### src/rtl/ras_ckpt_pkg.sv
// Shared constants and the checkpoint record for the return address stack.
// RAS_TOP_REPAIR_EN adds the checkpointed top-of-stack value to the record.
package ras_ckpt_pkg;

  localparam int RAS_ENTRIES      = 8;
  localparam int LOG_RAS_ENTRIES  = $clog2(RAS_ENTRIES);
  localparam int RAS_TARGET_WIDTH = 31;

  // Travels down the pipeline with each predicted branch.
  typedef struct packed {
    logic [LOG_RAS_ENTRIES-1:0] ptr;
    logic [LOG_RAS_ENTRIES:0]   count;
`ifdef RAS_TOP_REPAIR_EN
    logic [RAS_TARGET_WIDTH-1:0] top;
`endif
  } ras_ckpt_t;

endpackage

### src/rtl/ras_ckpt_if.sv
// Predict-stage and resolution-stage signals of the return address stack.
// RAS_TOP_REPAIR_EN adds ckpt_top/restore_top.
interface ras_ckpt_if #(
  parameter int ENTRIES      = ras_ckpt_pkg::RAS_ENTRIES,
  parameter int TARGET_WIDTH = ras_ckpt_pkg::RAS_TARGET_WIDTH,
  parameter int LOG_ENTRIES  = $clog2(ENTRIES)
);
  // Single-cycle strobes with no back-pressure: push_valid, pop_valid and
  // restore_valid act on the next posedge; restore_valid overrides push/pop.
  logic                    push_valid;
  logic [TARGET_WIDTH-1:0] push_target;
  logic                    pop_valid;
  logic                    top_valid;
  logic [TARGET_WIDTH-1:0] top_target;
  logic [LOG_ENTRIES-1:0]  ckpt_ptr;
  logic [LOG_ENTRIES:0]    ckpt_count;
  logic                    restore_valid;
  logic [LOG_ENTRIES-1:0]  restore_ptr;
  logic [LOG_ENTRIES:0]    restore_count;
`ifdef RAS_TOP_REPAIR_EN
  logic [TARGET_WIDTH-1:0] ckpt_top;
  logic [TARGET_WIDTH-1:0] restore_top;

  modport master (
    output push_valid, push_target, pop_valid,
    output restore_valid, restore_ptr, restore_count, restore_top,
    input  top_valid, top_target, ckpt_ptr, ckpt_count, ckpt_top
  );
  modport slave (
    input  push_valid, push_target, pop_valid,
    input  restore_valid, restore_ptr, restore_count, restore_top,
    output top_valid, top_target, ckpt_ptr, ckpt_count, ckpt_top
  );
`else
  modport master (
    output push_valid, push_target, pop_valid,
    output restore_valid, restore_ptr, restore_count,
    input  top_valid, top_target, ckpt_ptr, ckpt_count
  );
  modport slave (
    input  push_valid, push_target, pop_valid,
    input  restore_valid, restore_ptr, restore_count,
    output top_valid, top_target, ckpt_ptr, ckpt_count
  );
`endif
endinterface

### src/rtl/ras_ckpt_array.sv
// Return address storage: one synchronous write port, one asynchronous read port.
module ras_ckpt_array
  import ras_ckpt_pkg::*;
#(
  parameter int ENTRIES     = RAS_ENTRIES,
  parameter int WIDTH       = RAS_TARGET_WIDTH,
  parameter int LOG_ENTRIES = $clog2(ENTRIES)
) (
  input  logic                   clk_i,
  input  logic                   rst_i,
  input  logic                   we_i,
  input  logic [LOG_ENTRIES-1:0] waddr_i,
  input  logic [WIDTH-1:0]       wdata_i,
  input  logic [LOG_ENTRIES-1:0] raddr_i,
  output logic [WIDTH-1:0]       rdata_o
);

  logic [WIDTH-1:0] mem_q [ENTRIES];

  always_ff @(posedge clk_i) begin
    if (rst_i) begin
      for (int i = 0; i < ENTRIES; i++) mem_q[i] <= '0;
    end else if (we_i) begin
      mem_q[waddr_i] <= wdata_i;
    end
  end

  assign rdata_o = mem_q[raddr_i];

endmodule

### src/rtl/ras_ckpt.sv
// Circular return address stack with per-cycle checkpoint and one-cycle restore.
// RAS_TOP_REPAIR_EN: restore also rewrites the checkpointed top entry.
module ras_ckpt
  import ras_ckpt_pkg::*;
#(
  parameter int ENTRIES      = RAS_ENTRIES,
  parameter int TARGET_WIDTH = RAS_TARGET_WIDTH,
  parameter int LOG_ENTRIES  = $clog2(ENTRIES)
) (
  input  logic      CLK,
  input  logic      RST,
  ras_ckpt_if.slave ras
);

  localparam logic [LOG_ENTRIES:0]   FULL = (LOG_ENTRIES+1)'(ENTRIES);
  localparam logic [LOG_ENTRIES-1:0] ONE  = LOG_ENTRIES'(1);

  logic [LOG_ENTRIES-1:0]  ptr_q, ptr_d;
  logic [LOG_ENTRIES:0]    count_q, count_d;
  logic                    wr_en;
  logic [LOG_ENTRIES-1:0]  wr_addr;
  logic [TARGET_WIDTH-1:0] wr_data;
  logic [TARGET_WIDTH-1:0] top_data;

  always_comb begin
    ptr_d   = ptr_q;
    count_d = count_q;
    wr_en   = 1'b0;
    wr_addr = ptr_q;
    wr_data = ras.push_target;
    if (ras.restore_valid) begin
      ptr_d   = ras.restore_ptr;
      count_d = ras.restore_count;
`ifdef RAS_TOP_REPAIR_EN
      wr_en   = 1'b1;
      wr_addr = ras.restore_ptr;
      wr_data = ras.restore_top;
`endif
    end else if (ras.push_valid && ras.pop_valid) begin
      // Tail call: replace the top in place.
      wr_en = 1'b1;
    end else if (ras.push_valid) begin
      // A full stack silently overwrites its oldest entry.
      ptr_d   = ptr_q + ONE;
      wr_addr = ptr_q + ONE;
      wr_en   = 1'b1;
      count_d = (count_q == FULL) ? count_q : count_q + 1'b1;
    end else if (ras.pop_valid) begin
      ptr_d   = ptr_q - ONE;
      count_d = (count_q == '0) ? count_q : count_q - 1'b1;
    end
  end

  always_ff @(posedge CLK) begin
    if (RST) begin
      ptr_q   <= '0;
      count_q <= '0;
    end else begin
      ptr_q   <= ptr_d;
      count_q <= count_d;
    end
  end

  ras_ckpt_array #(
    .ENTRIES     (ENTRIES),
    .WIDTH       (TARGET_WIDTH),
    .LOG_ENTRIES (LOG_ENTRIES)
  ) u_array (
    .clk_i   (CLK),
    .rst_i   (RST),
    .we_i    (wr_en),
    .waddr_i (wr_addr),
    .wdata_i (wr_data),
    .raddr_i (ptr_q),
    .rdata_o (top_data)
  );

  assign ras.top_valid  = (count_q != '0);
  assign ras.top_target = top_data;
  assign ras.ckpt_ptr   = ptr_q;
  assign ras.ckpt_count = count_q;
`ifdef RAS_TOP_REPAIR_EN
  assign ras.ckpt_top   = top_data;
`endif

endmodule

### src/flat_wrapper.sv
// flat-port wrapper written by rule: the top's interface ports become plain ports
module ras_ckpt_flat import ras_ckpt_pkg::*;
#(
  parameter int ENTRIES      = RAS_ENTRIES,
  parameter int TARGET_WIDTH = RAS_TARGET_WIDTH,
  parameter int LOG_ENTRIES  = $clog2(ENTRIES)
)
  (CLK, RST, ras_push_valid, ras_push_target, ras_pop_valid, ras_restore_valid, ras_restore_ptr, ras_restore_count, ras_top_valid, ras_top_target, ras_ckpt_ptr, ras_ckpt_count);
  ras_ckpt_if #(.ENTRIES(ENTRIES), .TARGET_WIDTH(TARGET_WIDTH), .LOG_ENTRIES(LOG_ENTRIES)) ras_i ();
  input  logic CLK;
  input  logic RST;
  input wire logic [$bits(ras_i.push_valid)-1:0] ras_push_valid;
  input wire logic [$bits(ras_i.push_target)-1:0] ras_push_target;
  input wire logic [$bits(ras_i.pop_valid)-1:0] ras_pop_valid;
  input wire logic [$bits(ras_i.restore_valid)-1:0] ras_restore_valid;
  input wire logic [$bits(ras_i.restore_ptr)-1:0] ras_restore_ptr;
  input wire logic [$bits(ras_i.restore_count)-1:0] ras_restore_count;
  output wire logic [$bits(ras_i.top_valid)-1:0] ras_top_valid;
  output wire logic [$bits(ras_i.top_target)-1:0] ras_top_target;
  output wire logic [$bits(ras_i.ckpt_ptr)-1:0] ras_ckpt_ptr;
  output wire logic [$bits(ras_i.ckpt_count)-1:0] ras_ckpt_count;
  assign ras_i.push_valid = ras_push_valid;
  assign ras_i.push_target = ras_push_target;
  assign ras_i.pop_valid = ras_pop_valid;
  assign ras_i.restore_valid = ras_restore_valid;
  assign ras_i.restore_ptr = ras_restore_ptr;
  assign ras_i.restore_count = ras_restore_count;
  assign ras_top_valid = ras_i.top_valid;
  assign ras_top_target = ras_i.top_target;
  assign ras_ckpt_ptr = ras_i.ckpt_ptr;
  assign ras_ckpt_count = ras_i.ckpt_count;
  ras_ckpt #(.ENTRIES(ENTRIES), .TARGET_WIDTH(TARGET_WIDTH), .LOG_ENTRIES(LOG_ENTRIES)) u_core (.CLK(CLK), .RST(RST), .ras(ras_i));
endmodule
### config.mk
export PLATFORM = sky130hd
export DESIGN_NAME = ras_ckpt_flat
export DESIGN_NICKNAME = d
export VERILOG_FILES = /design/src/rtl/ras_ckpt_pkg.sv /design/src/rtl/ras_ckpt_if.sv /design/src/rtl/ras_ckpt_array.sv /design/src/rtl/ras_ckpt.sv /design/src/flat_wrapper.sv
export SDC_FILE = /design/constraint.sdc
export NUM_CORES = 1
export LEC_CHECK = 0
export CORE_MARGIN = 4
export CORE_UTILIZATION = 55
export CTS_CLUSTER_DIAMETER = 200
export CTS_CLUSTER_SIZE = 8
export DETAILED_ROUTE_END_ITERATION = 8
export MAX_ROUTING_LAYER = met4
export PLACE_DENSITY = 0.85
export RECOVER_POWER = 25
export REMOVE_ABC_BUFFERS = 1
export SLEW_MARGIN = 20
export SYNTH_ARGS = -nofsm -noshare
export SYNTH_HDL_FRONTEND = slang
export SYNTH_HIERARCHICAL = 1
export SYNTH_SLANG_ARGS = --single-unit
### constraint.sdc
create_clock -name CLK -period 12.1 [get_ports CLK]
set_input_delay 3.025 -clock CLK [delete_from_list [all_inputs] [get_ports CLK]]
set_output_delay 3.025 -clock CLK [all_outputs]
set_load 0.02 [all_outputs]
==> results.py, run 1 <==
metrics = {
    "yosys": {
        "synthArstFlopShare": 0,
        "synthMuxAreaShare": 0.166,
        "yosysSeqAreaShare": 0.637,
        "syn-cell-area_um2": 11900,
        "synth_seq_cells": 255,
        "yosys.area_share.adder": 0.00798,
        "yosys_warnings": 6,
        "synthXorXnorAreaFrac": 0.00514,
        "synth-compound-area-share": 0.0178,
        "synthSimpleGateAreaFrac": 0.119,
        "postSynthCellCount": 784,
        "synth.avg_cell_area_um2": 15.2,
        "synth_edf_count": 248,
        "synth_cell_types": 38,
        "synth_top_family_by_area": "multiplexers",
        "synthFlopType": "edfxtp_1",
    },
    "route": {
        "ant_nets": 0,
        "via_per_inst": 6.47,
        "drc": 0,
        "routed_wl_um": 27100,
        "avgRoutedWirePerCell_um": 24.0,
        "drtIter0Drc": 823,
        "first_pass_iters": 6,
        "num_vias": 7295,
    },
    "clocking": {
        "post_cts_buffers": 0,
        "holdBufCountCts": 0,
        "cts_resized": 0,
        "clkSinkCount": 255,
        "cts_buffer_depth": 3,
        "clk_pin_slew_ns": 0.05,
        "cts_made_buffers": 37,
        "worst_skew_pair.late_latency_ns": 0.51,
        "cts_tree": "done",
        "h-tree-depth": 2,
        "clock-root-buffer": "clkbuf_16",
    },
    "die": {
        "num_rows": 53,
        "die_area_um2": 24100,
        "die_h_um": 155,
        "num_io_pins": 82,
        "die_x_um": 155,
        "start_util": 0.563,
        "coreArea_um2": 21200,
    },
    "placement": {
        "place_inst": 1069,
        "gp_congestion": 0.783,
        "dp_hpwl_um": 13700,
        "portBuffers": 81,
    },
    "layout": {
        "syn_to_final_growth_pct": 16.8,
        "layout-drive-gt1-share": 0.108,
        "layout_commonest_cell": "nor3_1",
        "fin_nets": 888,
        "fin_cells": 1128,
        "num_antenna_cells": 0,
        "final_cell_mix": "nor3_1, edfxtp_1, clkdlybuf4s50_1, mux4_1, clkbuf_16",
    },
    "grt": {
        "grt_max_degree": 100,
        "grt_first_pass_wirelength_um": 41300,
        "grt_pass1_vias": 7450,
        "grt_use_total": 0.228,
        "grt_antenna_before_repair": 0,
        "grt_overflow": 0,
    },
    "sta": {
        "slew_violations": 366,
        "hold_ws_ns": 0.683,
        "hold_viol": 0,
        "period_needed_ns": 8.37,
        "fin_worst_skew_ns": 0.0130,
        "period_share": 0.692,
        "fin_setup_tns_ns": 0,
        "grt_setup_unrepaired": "no",
        "max_slew.worst_pin.slew_ns": 3.71,
        "max_slew_margin": -1.47,
        "fmax_ghz": 0.119,
        "setup_violations": 0,
    },
    "setup_path": {
        "cp-end-kind": "flip-flop",
        "crit_slowest_cell": "clkbuf_1",
        "path_delay_family": "buffers and inverters",
        "cp.arrival_ns": 8.37,
        "cp-start-kind": "input pin",
        "crit_buf_inv": 3,
        "criticalPathCategory": "in2reg",
        "crit_required_ns": 12.10,
        "crit_path_cell_trace": "dlygate4sd3_1, inv_1, nor3_1, nand2_1, xnor2_1, nand2_2, clkbuf_1, o21bai_4",
        "cpPeakStageDelay_ns": 2.47,
        "cp_max_fo": 64,
    },
    "worst_hold_path": {
        "hp-class": "reg2reg",
    },
    "power": {
        "ir_drop_mv": 0.109,
        "power_leakage_uw": 0.00467,
        "powerDensity_nw_per_um2": 161,
    },
    "run_status": {
        "outcome": "complete, but fails checks",
        "violations": "max-capacitance violations, max-slew violations",
    },
    "run": {
        "max_cap_viol_count": 6,
    },
}
## area by class of cell
cell class	instances	area (um^2)
clock inverters	1	8.76
inverters	36	135
clock buffers	53	1030
fillers	1413	7230
repair buffers	92	962
multi-input cells	416	3860
flip-flops and latches	255	7590
well taps	275	344
## cell usage after synthesis (2+ instances only)
library cell,number,area (um^2)
nand2_1,6,22.5
a21oi_1,6,30.0
o21ai_0,3,15.0
xor2_1,2,17.5
buf_1,7,26.3
or3_1,2,12.5
xnor2_1,5,43.8
nor3_1,253,1270
inv_1,5,18.8
ha_1,6,75.1
clkinv_1,31,116
o21bai_1,8,60.1
buf_2,5,25.0
edfxtp_1,248,7450
o21a_1,2,15.0
a221oi_1,2,17.5
nor2b_1,3,18.8
mux4_1,62,1630
nand2b_1,3,18.8
a2111oi_0,2,17.5
nor3b_1,2,15.0
dfxtp_1,7,140
mux2_2,31,349
nor2_1,6,22.5
clkbuf_1,46,173
buf_6,19,214
## worst reg2reg max path: stages (launching register included)
cell and delay, ns:
dfxtp_1 2.83, inv_1 0.56, ha_1 0.52, nand2_1 0.04
o21ai_0 0.21, nand2b_2 0.22, clkbuf_1 2.55, o21bai_4 0.72
buf_16 0.40
## kinds of logic after synthesis
group | Yosys count
compound gates | 30
simple gates | 279
xor+xnor | 7
flops | 255
buf+inv | 113
mux | 93
fa+ha+maj | 7
## final timing paths
path                                 endpoint                startpoint  slack (ns)  depth (start not counted)
setup / recovery  u_core/u_array/mem_q[5][21]            ras_push_valid        3.73                          8
hold reg to reg      u_core/ras.ckpt_count[0]  u_core/ras.ckpt_count[0]        0.68                          2
setup reg to reg  u_core/u_array/mem_q[4][11]    u_core/ras.ckpt_ptr[0]        3.79                          8
hold / removal       u_core/ras.ckpt_count[0]  u_core/ras.ckpt_count[0]        0.68                          2
## sequential cells by signal, summed over array words and instances (netlist names)
| register | flops |
|---|---|
| u_core/ras.ckpt_ptr | 3 |
| u_core/ras.ckpt_count | 4 |
| u_core/u_array/mem_q | 248 |
## through the flow
stage,setup WS (ns),total power (uW),utilization,cell area (um^2)
floorplan,3.67,1200,-,11500
global placement,5.36,1310,0.605,12800
detailed placement,5.24,1320,0.605,12800
CTS,5.76,2240,0.654,13800
global route,3.29,2310,0.658,13900
finish,3.73,2240,0.658,13900
## power breakdown
part           leakage (uW)  total (uW)  internal, uW  switching [uW]
clock network      0.000502         928           580             348
registers           0.00263        1030          1010            24.9
logic               0.00154         275           121             154
total               0.00467        2240          1710             527
## metal layers
metal / vias up / GRT usage / share of wire / routed length, um
met5: - / - / 0 / 0
met4: 0 / 0.0821 / 0.025 / 668
met3: 62 / 0.0395 / 0.076 / 2060
met2: 365 / 0.373 / 0.51 / 13900
met1: 3616 / 0.290 / 0.39 / 10500
li1: 3252 / - / - / -
(Power assumes the default switching activity.)
==> run 2, diff against run 1 <==
clock period = 7.9 ns   (was 12.1 ns; I/O delays follow)
==> results.py, run 2 (synthesis gave the netlist of run 1 again) <==
metrics = {
    "route": {
        "drtIter0Drc": 813,
        "num_vias": 7382,
        "via_per_inst": 6.54,
        "ant_nets": 0,
        "drc": 0,
        "first_pass_iters": 5,
        "routed_wl_um": 27500,
        "avgRoutedWirePerCell_um": 24.4,
    },
    "layout": {
        "largest_register_ff_count": 248,
        "layout_commonest_cell": "nor3_1",
        "fin_nets": 888,
        "utilization": 0.660,
        "syn_to_final_growth_pct": 17.0,
        "fillers": 1344,
        "layout-drive-gt1-share": 0.113,
        "fin_cells": 1129,
        "final_cell_mix": "nor3_1, edfxtp_1, clkdlybuf4s50_1, mux4_1, clkbuf_16",
        "regMostFlops": "u_core/u_array/mem_q",
    },
    "setup_path": {
        "crit_buf_inv": 1,
        "crit_required_ns": 8.01,
        "path_delay_family": "compound AO/OA/AOI/OAI gates",
        "crit_path_cell_trace": "dlygate4sd3_1, a21oi_1, o21ai_0, nand2_1, o21bai_4",
        "cp-start-kind": "input pin",
        "cp.arrival_ns": 6.13,
        "cpPeakStageDelay_ns": 1.30,
        "criticalPathCategory": "in2reg",
        "crit_slowest_cell": "o21bai_4",
        "cp_max_fo": 38,
        "cp-end-kind": "flip-flop",
    },
    "grt": {
        "grt_pass1_vias": 7550,
        "grt_overflow": 0,
        "grt_use_total": 0.233,
        "grt_antenna_before_repair": 1,
        "grt_max_degree": 77,
        "grt_first_pass_wirelength_um": 42400,
    },
    "sta": {
        "fmax_ghz": 0.166,
        "fin_worst_skew_ns": 0.0125,
        "hold_viol": 0,
        "setup_violations": 0,
        "fin_setup_tns_ns": 0,
        "max_slew_margin": -0.259,
        "max_slew.worst_pin.slew_ns": 1.89,
        "fin_ws_ns": 1.88,
        "slew_violations": 115,
        "period_needed_ns": 6.02,
        "period_share": 0.762,
        "grt_setup_unrepaired": "no",
    },
    "clocking": {
        "worst_skew_pair.late_latency_ns": 0.51,
        "cts_made_buffers": 37,
        "holdBufCountCts": 0,
        "clock-root-buffer": "clkbuf_16",
        "post_cts_buffers": 0,
        "cts_buffer_depth": 3,
        "cts_tree": "done",
        "cts_resized": 0,
        "h-tree-depth": 2,
        "clk_pin_slew_ns": 0.05,
        "clkSinkCount": 255,
    },
    "power": {
        "ir_drop_mv": 0.140,
        "power.total_uw": 3420,
        "powerDensity_nw_per_um2": 245,
        "power_leakage_uw": 0.00469,
    },
    "placement": {
        "portBuffers": 81,
        "gp_congestion": 0.771,
        "place_inst": 1069,
        "post-place-ws_ns": 2.03,
        "dp_hpwl_um": 13800,
    },
    "run_status": {
        "violations": "max-capacitance violations, max-slew violations",
        "outcome": "complete, but fails checks",
    },
    "worst_hold_path": {
        "hp-class": "reg2reg",
    },
    "die": {
        "num_rows": 53,
        "start_util": 0.563,
        "num_io_pins": 82,
        "die_area_um2": 24100,
        "die_h_um": 155,
        "die_x_um": 155,
        "coreArea_um2": 21200,
    },
    "run": {
        "max_cap_viol_count": 3,
    },
}
## run 2: area by class of cell
type	instances	area, um^2	area share
antenna	1	2.50	0.000179
clock buffer	53	1030	0.0737
clock inverter	1	8.76	0.000628
inverter	36	135	0.00969
multi-input combinational	416	3860	0.277
sequential	255	7590	0.544
tap	275	344	0.0247
timing repair buffer	92	978	0.0701
## run 2: path summary, 6_finish.rpt
kind                                       to                      from  slack, ns  depth (start not counted)
setup / recovery  u_core/u_array/mem_q[5][24]         ras_restore_valid       1.88                          5
hold reg to reg      u_core/ras.ckpt_count[0]  u_core/ras.ckpt_count[0]       0.69                          2
hold / removal       u_core/ras.ckpt_count[0]  u_core/ras.ckpt_count[0]       0.69                          2
setup reg to reg  u_core/u_array/mem_q[5][24]    u_core/ras.ckpt_ptr[1]       2.76                          5
## run 2: stage by stage
step | hold WS [ns] | cell area, um^2
after floorplan | 0.754 | 11500
after global placement | 0.677 | 12800
after detailed placement | 0.677 | 12800
after CTS | 0.685 | 13800
after global routing | 0.767 | 14000
final | 0.688 | 14000
## run 2: per-layer routing
metal,share of wire,GRT usage
met2,0.51,0.375
met1,0.38,0.309
met4,0.029,0.0709
met3,0.083,0.0412
met5,0,-
## run 2: report_power, final
part           leakage (uW)  internal [uW]  switching (uW)  total, uW
combinational       0.00155            180             236        417
clock              0.000502            888             535       1420
sequential          0.00263           1550            38.2       1580
## run 2: worst register-to-register path, stage by stage (launching register included)
cell	delay (ns)
dfxtp_1	1.56
ha_1	0.42
nand2_1	0.09
xnor2_1	0.34
nand2_1	1.03
o21bai_4	1.30
==> RTL change, RTL diff (settings of run 2) <==
Change the package constant `RAS_TARGET_WIDTH` from 31 to 39.
--- a/src/rtl/ras_ckpt_pkg.sv
+++ b/src/rtl/ras_ckpt_pkg.sv
@@ -6,3 +6,3 @@
   localparam int LOG_RAS_ENTRIES  = $clog2(RAS_ENTRIES);
-  localparam int RAS_TARGET_WIDTH = 31;
+  localparam int RAS_TARGET_WIDTH = 39;
 
Interface: changed (resized ras_push_target and ras_top_target); port bits go from 82 to 98. No check against the original RTL was run, so the function may have changed too.
==> RTL change against run 2 <==
- the flow still finishes with violations (max-capacitance violations, max-slew violations)
- routed wire length grew 25%
- first-iteration DRC count is 25% higher
- cell area rose by 23%
- combinational power grew 32%
- count of clock-buffer cells in the layout unchanged
- cell count increased by 22%
- global-route usage increased by 0.92 points
- sequential cell count rose by 64
- area after synthesis increased by 24%
- total power is 23% higher
- setup slack got worse by 0.60 ns
- via count increased by 21%
- critical path type is now flip-flop to output port
==> RTL change: results (changes against run 2) <==
Netlist cell types - 42 (+11%)
wire length on met2 - 17400 um (+25%)
Post-CTS Setup Bufs - 0 (unchanged)
DRT Wirelength - 34500 um (+25%)
failing checks - max-capacitance violations, max-slew violations
Max Slew Vio Count - 218 (+90%)
post-detail-place hpwl - 19000 um (+37%)
arrival time worst endpoint - 4.65 ns (-1.48 ns)
initial antenna violation count - 0 (-1)
fin nets - 1088 (+23%)
number of synthesized flops with an enable pin - 312 (+26%)
max_slew headroom - -99.1% (-73 points)
CTS buffer count - 45 (+22%)
Place WS - 1.69 ns (-0.344 ns)
Async SR Flop Fraction - 0% (unchanged)
maximum vdd drop - 0.152 mV (+8.3%)
first-pass GRT wire length - 53600 um (+26%)
number of placed instances with taps included - 1317 (+23%)
Clk Latency, worst-skew pair - 0.53 ns (+0.02 ns)
# resized after CTS - 0 (unchanged)
Mapped Avg Cell Area - 15.4 um^2 (+1.2%)
crit path from - u_core/ras.ckpt_ptr[2]
DRT iter0 DRCs - 1014 (+25%)
Worst-path clk slew - 0.05 ns (about the same)
pin count of the biggest net entering global routing - 96 (+25%)
Hold Crit Class - flip-flop to flip-flop
highest routed layer - met4
clk_skew - 0.0103 ns (-0.00214 ns)
gr usage total - 24.2% (+0.92 points)
Area after DPL - 16000 um^2 (+25%)
Placer Congestion - 0.770 (-0.17%)
status - finished with violations
Max stage delay on crit path - 1.92 ns (+0.62 ns)
met1 WL - 13200 um (+26%)
Yosys top cell area share - 63.2% (+0.69 points)
routed wl met3 - 2770 um (+21%)
H-tree Lvls - 2 (unchanged)
sequential cell area fraction in the yosys report - 64.1% (+0.46 points)
Leak - 5.48 nW (+17%)
top post-synthesis cells by area - edfxtp_1 (63%), mux4_2 (11%), nor3_1 (8.8%)
Max-Cap Viols - 6 (+3)
PortBufs - 97 (+20%)
slowest CP cell - clkbuf_1
routed length per placed instance - 25.1 um (+3.0%)
top cells by count, synth - edfxtp_1 (312), nor3_1 (260), mux4_2 (70)
crit path max fanout - 43 (+13%)
share of layout cells above drive strength 1 - 22.6% (+11 points)
Via density - 6.53 (-0.20%)
vias in the first global route - 9341 (+24%)
ant diodes - 0 (-1)
max reg flops - 312 (+26%)
# fillers - 1748 (+30%)
-- RTL change: cell types whose count changed in the layout (fill, tap and decap cells not counted), sizes merged, moves of 2 or more --
cell	before	now
mux4	62	78
clkdlybuf4s50	73	90
clkbuf	53	55
nor3	253	317
edfxtp	248	312
mux2	31	39
clkinv	31	39
buf	11	17
-- RTL change: kinds of logic (layout without fill, tap and decap cells) --
logic type	Yosys count	in the layout	share of synthesized area (%)
buffers and inverters	141	215	4.28
AND/OR/NAND/NOR	343	343	13.6
flip-flops	319	319	64.1
multiplexers	117	117	15.5
XOR/XNOR	7	7	0.413
AO/OA/AOI/OAI	30	30	1.43
adder cells (fa/ha/maj)	7	7	0.641
-- RTL change: routing by layer --
layer / global-route usage [%] / up-vias
met5: - / -
met4: 8.41 / 0
met3: 3.86 / 91
met2: 38.2 / 486
met1: 32.7 / 4487
li1: - / 3895
-- RTL change: critical path: cells and delay by family, from the launching register on --
family	cells	cell delay [ns]
flops	1	0.74
buf+inv	2	2.54
mux	2	0.77
-- RTL change: worst paths after layout --
check	to	slack (ns)	cells past startpoint
max	ras_top_target[7]	1.27	4
min	u_core/ras.ckpt_count[0]	0.67	2
max reg2reg	u_core/u_array/mem_q[6][5]	2.09	7
min reg2reg	u_core/ras.ckpt_count[0]	0.67	2
-- RTL change: power breakdown --
part           switching (W)  leakage (nW)  total (W)  internal, W
Sequential         0.0000383          3.29    0.00197      0.00193
Combinational       0.000320          1.60   0.000552     0.000232
Clock               0.000662         0.584    0.00168      0.00102
-- RTL change: layout make-up --
| type | count | area (um^2) | area share [%] |
|---|---|---|---|
| Timing Repair Buffer | 116 | 1130 | 6.60 |
| Clock buffer | 53 | 1160 | 6.75 |
| Inverter | 44 | 165 | 0.964 |
| Tap cell | 335 | 419 | 2.45 |
| Sequential cell | 319 | 9520 | 55.5 |
| Multi-Input combinational cell | 504 | 4710 | 27.5 |
| Clock inverter | 2 | 40.0 | 0.234 |
-- RTL change: metrics by stage --
stage | utilization [%] | hold WS, ns | power, W
final | 65.2 | 0.670 | 0.00420
after detailed placement | 60.9 | 0.668 | 0.00256
after global routing | 65.2 | 0.731 | 0.00434
after floorplan | - | 0.754 | 0.00234
after CTS | 65.5 | 0.676 | 0.00423
after global placement | 60.9 | 0.663 | 0.00255
